File: src/rtl/track_sensor_encoder.sv
// -----------------------------------------------------------------------------
// track_sensor_encoder
//
// Trackside front end for the train_signal controller. Two raw wheel/IR
// sensors, one on each approach side of a level crossing, are synchronised,
// debounced and edge-detected, then tracked by a small occupancy FSM. The FSM
// produces clean one-cycle entry/exit pulses for trains travelling in either
// direction and flags a sticky fault when the crossing stays occupied too long.
//
// Parameters
//   DEBOUNCE_CYCLES  consecutive stable cycles before a filtered level changes (>=1)
//   TIMEOUT_CYCLES   max cycles in an occupied state before FAULT (>=2)
//
// Ports
//   clk     in   system clock, all state on the rising edge
//   rst     in   asynchronous active-low reset (0 = reset)
//   sens_a  in   raw sensor on approach side A, asynchronous, active-high
//   sens_b  in   raw sensor on approach side B, asynchronous, active-high
//   entry   out  one-cycle pulse: a train has arrived at the crossing
//   exit    out  one-cycle pulse: the train has fully cleared the crossing
//   busy    out  high while the crossing is occupied
//   dir     out  direction of the current/last train: 0 = A->B, 1 = B->A
//   fault   out  sticky occupancy timeout, cleared only by rst
// -----------------------------------------------------------------------------
module track_sensor_encoder #(
  parameter int DEBOUNCE_CYCLES = 4,
  parameter int TIMEOUT_CYCLES  = 64
) (
  input  logic clk,
  input  logic rst,
  input  logic sens_a,
  input  logic sens_b,
  output logic entry,
  output logic exit,
  output logic busy,
  output logic dir,
  output logic fault
);

  localparam int DW = $clog2(DEBOUNCE_CYCLES + 1);
  localparam int TW = $clog2(TIMEOUT_CYCLES + 1);
  localparam logic [DW-1:0] DB_LAST   = DW'(DEBOUNCE_CYCLES - 1);
  localparam logic [TW-1:0] TCNT_LAST = TW'(TIMEOUT_CYCLES - 1);

  // Channel 0 is sensor A, channel 1 is sensor B.
  logic [1:0] sens_vec;
  logic [1:0] rise;
  logic [1:0] fall;

  assign sens_vec = {sens_b, sens_a};

  // Per-sensor input path: 2-FF synchroniser, debounce counter, edge detect.
  genvar gi;
  generate
    for (gi = 0; gi < 2; gi++) begin : g_chan
      logic          s1_reg;
      logic          s2_reg;
      logic          filt_reg;
      logic          filt_d_reg;
      logic [DW-1:0] cnt_reg;

      always_ff @(posedge clk or negedge rst) begin
        if (!rst) begin
          s1_reg     <= 1'b0;
          s2_reg     <= 1'b0;
          filt_reg   <= 1'b0;
          filt_d_reg <= 1'b0;
          cnt_reg    <= '0;
        end else begin
          s1_reg     <= sens_vec[gi];
          s2_reg     <= s1_reg;
          filt_d_reg <= filt_reg;
          // Any cycle that agrees with the filtered level restarts the count,
          // so a glitch shorter than DEBOUNCE_CYCLES never reaches DB_LAST.
          if (s2_reg == filt_reg) begin
            cnt_reg <= '0;
          end else if (cnt_reg == DB_LAST) begin
            filt_reg <= s2_reg;
            cnt_reg  <= '0;
          end else begin
            cnt_reg <= cnt_reg + DW'(1);
          end
        end
      end

      assign rise[gi] = filt_reg & ~filt_d_reg;
      assign fall[gi] = ~filt_reg & filt_d_reg;
    end
  endgenerate

  typedef enum logic [1:0] {
    IDLE   = 2'd0,
    OCC_AB = 2'd1,
    OCC_BA = 2'd2,
    FAULT  = 2'd3
  } state_t;

  state_t        state_reg, state_next;
  logic          dir_reg, dir_next;
  logic          far_seen_reg, far_seen_next;
  logic [TW-1:0] tcnt_reg, tcnt_next;
  logic          entry_reg, entry_next;
  logic          exit_reg, exit_next;
  logic          busy_reg, busy_next;
  logic          fault_reg, fault_next;

  // In an occupied state dir_reg identifies the far sensor: B for A->B, A for B->A.
  logic far_rise;
  logic far_fall;

  assign far_rise = dir_reg ? rise[0] : rise[1];
  assign far_fall = dir_reg ? fall[0] : fall[1];

  always_ff @(posedge clk or negedge rst) begin
    if (!rst) begin
      state_reg    <= IDLE;
      dir_reg      <= 1'b0;
      far_seen_reg <= 1'b0;
      tcnt_reg     <= '0;
      entry_reg    <= 1'b0;
      exit_reg     <= 1'b0;
      busy_reg     <= 1'b0;
      fault_reg    <= 1'b0;
    end else begin
      state_reg    <= state_next;
      dir_reg      <= dir_next;
      far_seen_reg <= far_seen_next;
      tcnt_reg     <= tcnt_next;
      entry_reg    <= entry_next;
      exit_reg     <= exit_next;
      busy_reg     <= busy_next;
      fault_reg    <= fault_next;
    end
  end

  always_comb begin
    state_next    = state_reg;
    dir_next      = dir_reg;
    far_seen_next = far_seen_reg;
    tcnt_next     = tcnt_reg;
    entry_next    = 1'b0;
    exit_next     = 1'b0;

    case (state_reg)
      IDLE: begin
        // A wins a same-cycle tie. The B rise is then already the far
        // sensor being seen, so it arms the exit immediately.
        if (rise[0]) begin
          state_next    = OCC_AB;
          dir_next      = 1'b0;
          entry_next    = 1'b1;
          tcnt_next     = '0;
          far_seen_next = rise[1];
        end else if (rise[1]) begin
          state_next    = OCC_BA;
          dir_next      = 1'b1;
          entry_next    = 1'b1;
          tcnt_next     = '0;
          far_seen_next = 1'b0;
        end
      end

      OCC_AB, OCC_BA: begin
        // Near-sensor activity is ignored: long trains re-trigger it.
        if (far_rise) begin
          far_seen_next = 1'b1;
        end
        // Exit wins over a timeout landing in the same cycle.
        if (far_fall && far_seen_reg) begin
          state_next    = IDLE;
          exit_next     = 1'b1;
          far_seen_next = 1'b0;
        end else if (tcnt_reg == TCNT_LAST) begin
          state_next = FAULT;
        end else begin
          tcnt_next = tcnt_reg + TW'(1);
        end
      end

      FAULT: begin
        state_next = FAULT;
      end

      default: begin
        state_next = IDLE;
      end
    endcase

    busy_next  = (state_next == OCC_AB) || (state_next == OCC_BA);
    fault_next = (state_next == FAULT);
  end

  assign entry = entry_reg;
  assign exit  = exit_reg;
  assign busy  = busy_reg;
  assign dir   = dir_reg;
  assign fault = fault_reg;

endmodule

File: config.mk
export PLATFORM = sky130hd
export DESIGN_NAME = track_sensor_encoder
export DESIGN_NICKNAME = d
export VERILOG_FILES = /design/src/rtl/track_sensor_encoder.sv
export SDC_FILE = /design/constraint.sdc
export NUM_CORES = 1
export LEC_CHECK = 0
export ABC_AREA = 1
export BUFFER_PORTS_ARGS = -buffer_cell sky130_fd_sc_hd__buf_4
export CAP_MARGIN = 15
export CORE_AREA = 3 3 51 53
export DETAILED_ROUTE_END_ITERATION = 10
export DIE_AREA = 0 0 54 56
export PLACE_DENSITY = 0.8
export SLEW_MARGIN = 25
export SYNTH_ARGS = -nofsm -noshare
export SYNTH_HDL_FRONTEND = slang
export SYNTH_SLANG_ARGS = --single-unit
File: constraint.sdc
create_clock -name clk -period 4.9 [get_ports clk]
set_clock_uncertainty 0.1 [all_clocks]
set_input_delay 0.245 -clock clk [delete_from_list [all_inputs] [get_ports clk]]
set_output_delay 0.245 -clock clk [all_outputs]
set_load 0.01 [all_outputs]
==> out/qor.yml <==
outcome:
  outcome: "completed"
floorplanning:
  die_area_sq_um: 3024
  num_rows: 17
  boundaryPins: 9
  core_sq_um: 2191
  start_util_pct: 62.19
  die_y_um: 56
  die_w_um: 54
final_layout:
  seq_area_sq_um: 725.7
  n_fill_cell: 159
  multi_input_area_sq_um: 538.0
  area.growth.synth_to_final_pct: 14.23
  nNetsFinal: 175
  fin_area_sq_um: 1556
  largest_reg_flops: 7
  final_cells: 194
  layout-drive-gt1-share_pct: 18.07
  antenna_cells: 0
drt:
  ant_nets: 0
  drc: 0
  num_vias: 987
  drt_pass1_iterations: 4
  wl_um: 2197
  routedWlPerCell_um: 11.32
  drt_iter0_markers: 22
  routed_via_density: 5.088
synthesis:
  ys_seq_area_share_pct: 53.26
  netlist_area_sq_um: 1363
  synth_warnings: 0
  synthDistinctLibCells: 22
  ys_seq_elements: 29
  syn-instance-count: 149
  postSynthNetCount: 159
  synth.avg_cell_area_sq_um: 9.145
timing:
  hold_violations: 0
  drv_slew: 0
  fin_crit_sh_pct: 40.46
  finalSetupViolations: 0
  max_freq_mhz: 504.4
  setup_tns_ps: 0
  period_minus_slack_ps: 1983
  rsz0062_at_grt: "no"
  tightest_slew_ps: 444.0
  max_slew_margin_pct: 70.40
placement:
  dpl_cell_area_sq_um: 1441
  dp_cells: 183
  dp_hpwl_um: 1563
  io_buffers: 8
  finalWeightedCongestion: 0.7552
global_route:
  grt_pass1_wl_um: 3960
  overflow: 0
  antenna_found_initial: 0
  grt_pass1_vias: 959
  globalRouteTotalUtil_pct: 18.44
  grt_max_degree: 30
power_and_ir_drop:
  powerDensity_nw_per_um2: 624.1
  ir_worst_vdd_mv: 0.4484
  power_mw: 0.9714
  leakage_nw: 0.8238
critical_path:
  rrSetupSlack_ps: 2920
  startpoint_type: "register"
  path_class: "register to register"
  crit_chain: "inv_1 -> ha_1 -> nand2_1 -> nand2_4 -> nand3_2 -> nand2_1 -> o21ai_2"
  r2r-end: "tcnt_reg[3]$_DFFE_PN0P_"
  r2r_start: "state_reg[1]$_DFF_PN0_"
  critPathMaxStageDelay_ps: 560
  crit_path_end_kind: "register"
  reg2reg_depth: 7
  crit_path_max_fanout: 15
  critical_path.top_delay_family: "simple AND/OR/NAND/NOR gates"
  critPathBufInv: 1
  cp_common_cell: "nand2_1"
  cp_slowest_cell: "ha_1"
  critPathRequiredTime_ps: 5010
  arrival_ps: 2090
clock_network:
  cts_root_buffer: "clkbuf_4"
  cts_resized: 0
  clkLatencyLatePin_ps: 330
  cts_sinks: 29
  cts.clk_slew.worst_paths_ps: 90
  htreeDepth: 2
  cts_tree: "built"
  cts_buffers: 5
  clockBufferDepth: 2
job:
  maxCapViolCount: 0
min_path:
  hp-class: "primary input to async pin"
==> how the worst max path moves through the flow <==
stage	start	end	slack [ps]	cells after the start
after global routing	state_reg[1]$_DFF_PN0_	tcnt_reg[3]$_DFFE_PN0P_	2730	7
after detailed placement	state_reg[1]$_DFF_PN0_	tcnt_reg[3]$_DFFE_PN0P_	2960	7
after floorplan	state_reg[0]$_DFF_PN0_	busy$_DFF_PN0_	3250	6
after CTS	state_reg[1]$_DFF_PN0_	tcnt_reg[3]$_DFFE_PN0P_	2910	7
final	state_reg[1]$_DFF_PN0_	tcnt_reg[3]$_DFFE_PN0P_	2920	7
after global placement	state_reg[0]$_DFF_PN0_	tcnt_reg[5]$_DFFE_PN0P_	3020	7
==> where the power goes <==
part           internal [mW]  leakage (nW)  switching [mW]  total [mW]
Clock                  0.122        0.0455          0.0777       0.199
Sequential             0.310         0.368          0.0518       0.362
Combinational          0.150         0.410           0.259       0.410
==> synth_stat cells (all sizes together) <==
| cell type | count | area [sq um] |
|---|---|---|
| nand2 | 41 | 168.9 |
| dfrtp | 29 | 725.7 |
| inv | 22 | 82.58 |
| nand3 | 17 | 95.09 |
| nor2 | 9 | 41.29 |
| o21ai | 8 | 62.56 |
| ha | 6 | 75.07 |
| a21oi | 4 | 20.02 |
| buf | 2 | 16.26 |
| nor3 | 2 | 10.01 |
| nor3b | 2 | 15.01 |
| or2 | 2 | 12.51 |
| xnor2 | 2 | 17.52 |
| nand4 | 1 | 6.260 |
| o21bai | 1 | 7.510 |
| o22ai | 1 | 6.260 |
==> worst register-to-register path, cell delays in order (launching register included) <==
cell and delay, ps:
dfrtp_1 380, inv_1 70, ha_1 560, nand2_1 160
nand2_4 110, nand3_2 250, nand2_1 160, o21ai_2 70
==> cells in the final DEF, fill, tap and decap left out, types with 4 or more instances in the layout <==
cell type  count
clkbuf_4       5
nor2_1         8
ha_1           6
a21oi_1        4
buf_4          8
o21ai_2        6
nand2_1       37
nand3_1       15
dfrtp_1       29
inv_1         22
==> final cells by class <==
| type | count | area share, % |
|---|---|---|
| flip-flops and latches | 29 | 46.62 |
| multi-input cells | 96 | 34.57 |
| repair buffers | 11 | 5.788 |
| inverters | 22 | 5.305 |
| clock buffers | 7 | 3.537 |
| well taps | 28 | 2.251 |
| clock inverters | 1 | 1.929 |
==> metal layers <==
layer | global-route usage [%] | up-vias | routed length (um)
met5 | 0 | - | 0
met4 | 7.117 | 0 | 35
li1 | - | 504 | -
met2 | 29.24 | 12 | 1081
met1 | 21.09 | 466 | 959
met3 | 8.579 | 5 | 120
==> what timing repair did <==
| action | CTS | global route |
|---|---|---|
| hold buffers | 3 | 0 |
| setup buffers | 0 | 0 |
| endpoints found under the setup margin | 0 | 0 |
| hold endpoints to repair | 31 | 0 |
==> metrics by stage <==
| stage | utilization, % | worst slack [ps] | hold slack [ps] |
|---|---|---|---|
| floorplan | - | 3249 | -150.6 |
| global placement | 65.79 | 3022 | 77.82 |
| detailed placement | 65.79 | 2956 | 81.81 |
| CTS | 71.05 | 2914 | 260.4 |
| global route | 71.05 | 2732 | 266.9 |
| finish | 71.05 | 2917 | 250.1 |
==> logic make-up after synthesis <==
kind of cell / Yosys count / share of synthesized area [%]
AOI/OAI and AO/OA: 14 / 7.071
and+or+nand+nor: 74 / 25.62
xor gates and xnor gates: 2 / 1.286
DFF: 29 / 53.26
adders and majority gates: 6 / 5.509
buffers and inverters: 24 / 7.254
Note: power is estimated with default switching activity, not from simulation.
